### src/rtl/mem_access_unit.sv
// rtl/mem_access_unit.sv - load/store front end with sub-word RMW, load extension and access error checks
// Optional: define MAU_STATS_EN to add saturating load/store/error response counters.
module mem_access_unit #(
  parameter logic [31:0] ADDR_LIMIT = 32'd1024
) (
  input  logic        clk,
  input  logic        rst_n,
  input  logic        req_valid,
  output logic        req_ready,
  input  logic        req_write,
  input  logic [1:0]  req_size,
  input  logic        req_unsigned,
  input  logic [31:0] req_addr,
  input  logic [31:0] req_wdata,
  output logic        rsp_valid,
  output logic [31:0] rsp_rdata,
  output logic        rsp_err,
  output logic [31:0] mem_address,
  output logic [31:0] mem_in,
  output logic        mem_read,
  output logic        mem_write,
  input  logic [31:0] mem_out
`ifdef MAU_STATS_EN
  ,
  output logic [15:0] stat_loads,
  output logic [15:0] stat_stores,
  output logic [15:0] stat_errs
`endif
);

  localparam logic [1:0] S_IDLE  = 2'd0;
  localparam logic [1:0] S_READ  = 2'd1;
  localparam logic [1:0] S_WRITE = 2'd2;
  localparam logic [1:0] S_RESP  = 2'd3;

  logic [1:0]  r_state;
  logic        r_write;
  logic [1:0]  r_size;
  logic        r_unsigned;
  logic [31:0] r_addr;
  logic [31:0] r_wdata;
  logic [31:0] r_word;
  logic [31:0] r_rdata;
  logic        r_err;

  logic        w_accept;
  logic        w_req_err;
  logic [15:0] w_lane;
  logic [31:0] w_load;
  logic [31:0] w_mask;
  logic [31:0] w_data;
  logic [31:0] w_merged;

  assign w_accept  = req_valid && (r_state == S_IDLE);
  assign w_req_err = (req_size == 2'd3)
                   || (req_size == 2'd1 && req_addr[0])
                   || (req_size == 2'd2 && (req_addr[1:0] != 2'b00))
                   || (req_addr >= ADDR_LIMIT);

  // Selected lane is shifted down to bit 0; halfwords only ever shift by 0 or 16.
  assign w_lane = 16'(mem_out >> {r_addr[1:0], 3'b000});

  always_comb begin
    w_load = mem_out;
    case (r_size)
      2'd0:    w_load = r_unsigned ? {24'h0, w_lane[7:0]} : {{24{w_lane[7]}}, w_lane[7:0]};
      2'd1:    w_load = r_unsigned ? {16'h0, w_lane} : {{16{w_lane[15]}}, w_lane};
      default: w_load = mem_out;
    endcase
  end

  always_comb begin
    w_mask = 32'hFFFF_FFFF;
    w_data = r_wdata;
    case (r_size)
      2'd0: begin
        w_mask = 32'h0000_00FF << {r_addr[1:0], 3'b000};
        w_data = {4{r_wdata[7:0]}};
      end
      2'd1: begin
        w_mask = 32'h0000_FFFF << {r_addr[1], 4'b0000};
        w_data = {2{r_wdata[15:0]}};
      end
      default: begin
        w_mask = 32'hFFFF_FFFF;
        w_data = r_wdata;
      end
    endcase
  end

  assign w_merged = (r_word & ~w_mask) | (w_data & w_mask);

  always_ff @(posedge clk or negedge rst_n) begin
    if (!rst_n) begin
      r_state    <= S_IDLE;
      r_write    <= 1'b0;
      r_size     <= 2'd0;
      r_unsigned <= 1'b0;
      r_addr     <= 32'h0;
      r_wdata    <= 32'h0;
      r_word     <= 32'h0;
      r_rdata    <= 32'h0;
      r_err      <= 1'b0;
    end else begin
      case (r_state)
        S_IDLE: if (w_accept) begin
          r_write    <= req_write;
          r_size     <= req_size;
          r_unsigned <= req_unsigned;
          r_addr     <= req_addr;
          r_wdata    <= req_wdata;
          r_word     <= 32'h0;
          r_rdata    <= 32'h0;
          r_err      <= w_req_err;
          if (w_req_err)                          r_state <= S_RESP;
          else if (req_write && req_size == 2'd2) r_state <= S_WRITE;
          else                                    r_state <= S_READ;
        end
        S_READ: begin
          r_word <= mem_out;
          if (r_write) begin
            r_state <= S_WRITE;
          end else begin
            r_rdata <= w_load;
            r_state <= S_RESP;
          end
        end
        S_WRITE: r_state <= S_RESP;
        default: r_state <= S_IDLE;
      endcase
    end
  end

  assign req_ready   = (r_state == S_IDLE);
  assign rsp_valid   = (r_state == S_RESP);
  assign rsp_err     = rsp_valid && r_err;
  assign rsp_rdata   = r_rdata;
  assign mem_read    = (r_state == S_READ);
  assign mem_write   = (r_state == S_WRITE);
  assign mem_address = {r_addr[31:2], 2'b00};
  assign mem_in      = w_merged;

`ifdef MAU_STATS_EN
  logic [15:0] r_stat_loads;
  logic [15:0] r_stat_stores;
  logic [15:0] r_stat_errs;

  always_ff @(posedge clk or negedge rst_n) begin
    if (!rst_n) begin
      r_stat_loads  <= 16'h0;
      r_stat_stores <= 16'h0;
      r_stat_errs   <= 16'h0;
    end else if (r_state == S_RESP) begin
      if (r_err) begin
        if (r_stat_errs != 16'hFFFF) r_stat_errs <= r_stat_errs + 16'd1;
      end else if (r_write) begin
        if (r_stat_stores != 16'hFFFF) r_stat_stores <= r_stat_stores + 16'd1;
      end else begin
        if (r_stat_loads != 16'hFFFF) r_stat_loads <= r_stat_loads + 16'd1;
      end
    end
  end

  assign stat_loads  = r_stat_loads;
  assign stat_stores = r_stat_stores;
  assign stat_errs   = r_stat_errs;
`endif

endmodule

### config.mk
export PLATFORM = sky130hd
export DESIGN_NAME = mem_access_unit
export DESIGN_NICKNAME = d
export VERILOG_FILES = /design/src/rtl/mem_access_unit.sv
export SDC_FILE = /design/constraint.sdc
export NUM_CORES = 1
export LEC_CHECK = 0
export CORE_ASPECT_RATIO = 1.1
export CORE_MARGIN = 2
export CORE_UTILIZATION = 51
export CTS_CLUSTER_SIZE = 16
export DETAILED_ROUTE_END_ITERATION = 8
export HOLD_SLACK_MARGIN = 0.08
export PLACE_DENSITY = 0.86
export SLEW_MARGIN = 0
export SYNTH_ARGS = -nofsm -noshare
export SYNTH_HDL_FRONTEND = slang
export SYNTH_SLANG_ARGS = --single-unit
### constraint.sdc
create_clock -name clk -period 4.51 [get_ports clk]
set_input_delay 0.902 -clock clk [delete_from_list [all_inputs] [get_ports clk]]
set_output_delay 0.902 -clock clk [all_outputs]
set_load 0.02 [all_outputs]
# After elaboration in Yosys (flattened, before gate mapping)
# Cells that the tools add are included.
# totals
reg_bits	135
inputBits	103
out_inout_bits	101
word_cells	55
# op_classes
n_lt_le_gt_ge	1
eq_ne	9
shifts	3
muxes	14
bitwise_logic	4
n_reduce_logical	15
# ops
cell	count
32-bit one-hot mux with 2 select lines	5
32-bit 2-to-1 mux	4
32-bit bitwise AND	2
32-bit by 11-bit greater-or-equal comparator with 1-bit output, second input constant	1
32-bit NOT	1
32-bit OR	1
16-bit by 5-bit << shifter with 32-bit output, first input constant	1
8-bit by 5-bit << shifter with 32-bit output, first input constant	1
32-bit by 5-bit >> shifter with 16-bit output	1
2-bit equality test, second input constant	4
2-bit by 1-bit equality test with 1-bit output, second input constant	3
2-bit 2-to-1 mux	3
2-bit one-hot mux with 3 select lines	1
1-bit logical AND	5
2-bit logical NOT	2
2-bit AND reduction	2
2-bit nonzero test	2
1-bit logical OR	3
3-bit AND reduction	1
2-bit by 1-bit inequality test with 1-bit output, second input constant	1
2-bit inequality test, second input constant	1
1-bit 2-to-1 mux	1

# Depth between registers and ports, before layout
# logic_depth
ltp_word	8
depth_mapped	7

# Least setup slack after synthesis
# OpenSTA, ideal clock, no wires.
# synth_timing
kind	reg2out
from	reg r_size[0]
to	out mem_in[24]
arrival_time_ns	1.665
required_time_ns	3.608
path_slack_ns	1.943
stages_incl_launch_ff	8
n_path_buf	3
path_cell_list	dfrtp_1 -> clkbuf_1 -> buf_4 -> or2_2 -> a21oi_4 -> buf_4 -> nand2_1 -> o21ai_0
# synth_between
elab_chain_cells	5
word_cells_on_any_way	8
cone_classes	eq/ne (1); mux (2); bitwise (4); reduce/logical (1)
# synth_rtl
item	line	text
start: declaration	38	logic [1:0] r_size;
start signal: assignment	108	r_size <= req_size;
2-bit by 1-bit equality test with 1-bit output / 2-bit logical NOT (equally long branches)	75	case (r_size)
32-bit one-hot mux with 2 select lines	75	
32-bit NOT	91	assign w_merged = (r_word & ~w_mask) | (w_data & w_mask);
32-bit bitwise AND	91	
32-bit OR (*)	91	
end: declaration	19	output logic [31:0] mem_in,
# Mark *: on every way between the ends. The rest lies on a longest branch, timed or not.

# Final worst setup path
# layout_timing
from	reg r_size[0]
to	out mem_in[17]
# The elaborated chain is that of the path after synthesis.

==> results.json <==
{
  "outcome": "finished clean",
  "hold_ws_ps": 480.6,
  "fp.dieW_um": 112.7,
  "postRouteAntennaNets": 0,
  "r2r_slack_ps": 2030,
  "portBuffers": 201,
  "grt_setup_unrepaired": "false",
  "nets": 829,
  "r2r-start": "r_state[1]",
  "routed_wl_um": 19330,
  "area_growth_syn_to_layout_pct": 37.20,
  "hold_path_depth": 2,
  "relSlewSlack_pct": 13.24,
  "final_cells": 892,
  "die-area_sq_um": 13920,
  "r2r_cells": 6,
  "vias_per_cell": 5.924,
  "grt_util_all_layers_pct": 28.18,
  "clk_pin_slew_ps": 60,
  "hold_class": "register to register",
  "ys_ff_latch": 135,
  "diodes": 0,
  "dp_hpwl_um": 13720,
  "core_area_sq_um": 12640,
  "hold_buffers": 0,
  "pin_count": 204,
  "setup_viol_count_final": 0,
  "min_period_ps": 3886,
  "max_freq_mhz": 257.4,
  "max-vdd-ir-drop_mv": 0.6549,
  "drive_gt1_share_pct": 19.05,
  "grt_pass1_vias": 5452,
  "yosysWarnings": 0,
  "drt_pass1_iterations": 4,
  "synthTopCellsByArea": "dfrtp_1 51%, mux2_2 15%, mux2i_1 5.0%",
  "max_slew.worst_pin.slew_ps": 1301,
  "grt_max_degree": 113,
  "cts_buffer_depth": 2,
  "async_flop_share_pct": 100.0,
  "final-max-slew-violation-count": 0,
  "hp-start": "r_err",
  "wl_per_cell_um": 21.67,
  "n_fill_cell": 872,
  "worstHoldEndpoint": "r_err",
  "cts_setup_buffers": 0,
  "arrival_ps": 2980,
  "period_share_pct": 86.15,
  "antenna_found_initial": 0,
  "grt_pass1_wl_um": 29880,
  "yosysTopAreaCellShare_pct": 50.99,
  "syn_area_sq_um": 6625,
  "clock-sinks": 135,
  "yosysUniqueCellTypes": 44,
  "clk_latency_ps": 430,
  "end_kind": "output port",
  "drt-initial-drc-count": 473,
  "powerDensity_nw_per_um2": 851.0,
  "synth.yosys.seq_area_share_pct": 50.99,
  "cts_tree": "built",
  "finalHoldViolations": 0,
  "post-route-drc-count": 0,
  "gp_congestion": 0.9087,
  "die_h_um": 123.5,
  "cts_root_buf": "clkbuf_16",
  "p_leak_nw": 3.840,
  "via_count": 5284,
  "cap_violations": 0,
  "rows": 43,
  "synth_cells": 559,
  "synth_top_area_cell": "dfrtp_1",
  "critPathKind": "register to output port",
  "synth_ff_type": "dfrtp_1",
  "tns_ps": 0,
  "numCtsBuffers": 17,
  "grt_overflow": 0,
  "crit_path_max_fanout": 25,
  "synth_edf_count": 0,
  "initial_core_util_pct": 52.40,
  "cts.repair.resized": 0,
  "htreeDepth": 4,
  "start_kind": "register",
  "required_ps": 3610,
  "dp.cells": 860,
  "worstReg2RegEnd": "rsp_rdata[3]",
  "skew_ps": 6.999,
  "syn_avg_cell_area_sq_um": 11.85
}
## synthesized netlist by cell type (7+ instances only)
library cell,instances
nor2_1,15
a22o_1,32
mux2i_1,33
a22oi_1,14
dfrtp_1,135
o21ai_0,48
buf_4,36
a221o_1,17
clkbuf_1,16
buf_2,9
mux2_2,86
o2bb2ai_1,7
a21oi_1,17
nand2_1,35
## layout make-up
type                    instances  area, sq um  share of cell area (%)
flip-flops and latches        135         3378                   37.16
multi-input cells             355         2844                   31.29
repair buffers                209         2073                   22.81
clock buffers                  17        425.4                   4.680
well taps                     157        196.4                   2.161
clock inverters                15        157.7                   1.734
inverters                       4        15.01                  0.1652
## registers in the layout, summed over array words and instances (netlist names)
signal / cells
r_err: 1
r_unsigned: 1
r_state: 2
r_addr: 32
r_size: 2
r_word: 32
rsp_rdata: 32
r_write: 1
r_wdata: 32
## where the power goes
part	internal, mW	switching [mW]
logic	1.98	2.11
registers	1.78	0.481
clock network	0.781	0.599
total	4.55	3.19
## worst max path at each step
stage / start / end / slack [ps] / depth (start not counted)
global route: r_size[0] / mem_in[17] / 450 / 5
finish: r_size[0] / mem_in[17] / 620 / 5
CTS: r_size[0] / mem_in[17] / 630 / 5
detailed placement: r_size[0] / mem_in[17] / 1090 / 5
floorplan: r_size[0] / mem_in[24] / 1940 / 7
global placement: r_size[0] / mem_in[17] / 1140 / 5
## cells by family after synthesis
group           synth area share [%]
mux                            19.60
other cells                  0.05660
compound gates                 16.52
flops                          50.99
buf+inv                        6.289
simple gates                   5.779
fa+ha+maj                     0.7555
## metal layers
metal | part of all wire, % | global-route usage [%] | vias to the layer above
li1 | - | - | 2364
met1 | 41 | 36.90 | 2632
met2 | 48 | 44.42 | 244
met3 | 7.9 | 8.431 | 44
met4 | 3.0 | 11.13 | 0
met5 | 0 | 0 | -
## critical path: stages (launching register included)
cell and delay [ps]:
dfrtp_1 740, nand2b_1 360, a21oi_2 500, nand2_1 120, o21ai_0 160, clkdlybuf4s50_1 670
## metrics by stage
| stage | setup slack, ps | total power, mW | utilization [%] | area [sq um] |
|---|---|---|---|---|
| final | 624.5 | 7.736 | 71.90 | 9090 |
| after global routing | 450.1 | 8.122 | 71.90 | 9090 |
| after CTS | 633.6 | 7.747 | 71.90 | 9090 |
| after detailed placement | 1092 | 6.319 | 67.28 | 8507 |
| after global placement | 1143 | 6.227 | 67.28 | 8507 |
| after floorplan | 1943 | 4.785 | - | 6629 |
## cells in the final DEF, fill, tap and decap left out, types with 2 or more instances in the layout
cell / count
nand2b_1: 3
a22oi_1: 14
buf_4: 8
clkinvlp_4: 2
a21oi_2: 2
nand2_1: 34
ha_1: 4
mux2_2: 86
mux2i_1: 32
conb_1: 2
nor2b_1: 5
clkbuf_16: 17
inv_1: 3
dfrtp_1: 135
o2bb2ai_1: 7
clkinv_4: 3
o21ai_0: 48
a21oi_4: 2
nand3_1: 2
nor4_1: 5
clkdlybuf4s50_1: 200
nor3b_1: 2
o31ai_1: 2
nor3_1: 3
nor2_1: 15
o211ai_1: 2
o21ai_1: 2
a221o_1: 17
a22o_1: 32
and3b_1: 2
a21oi_1: 17
inv_8: 3
inv_6: 6
Note: power is estimated with default switching activity, not from simulation.
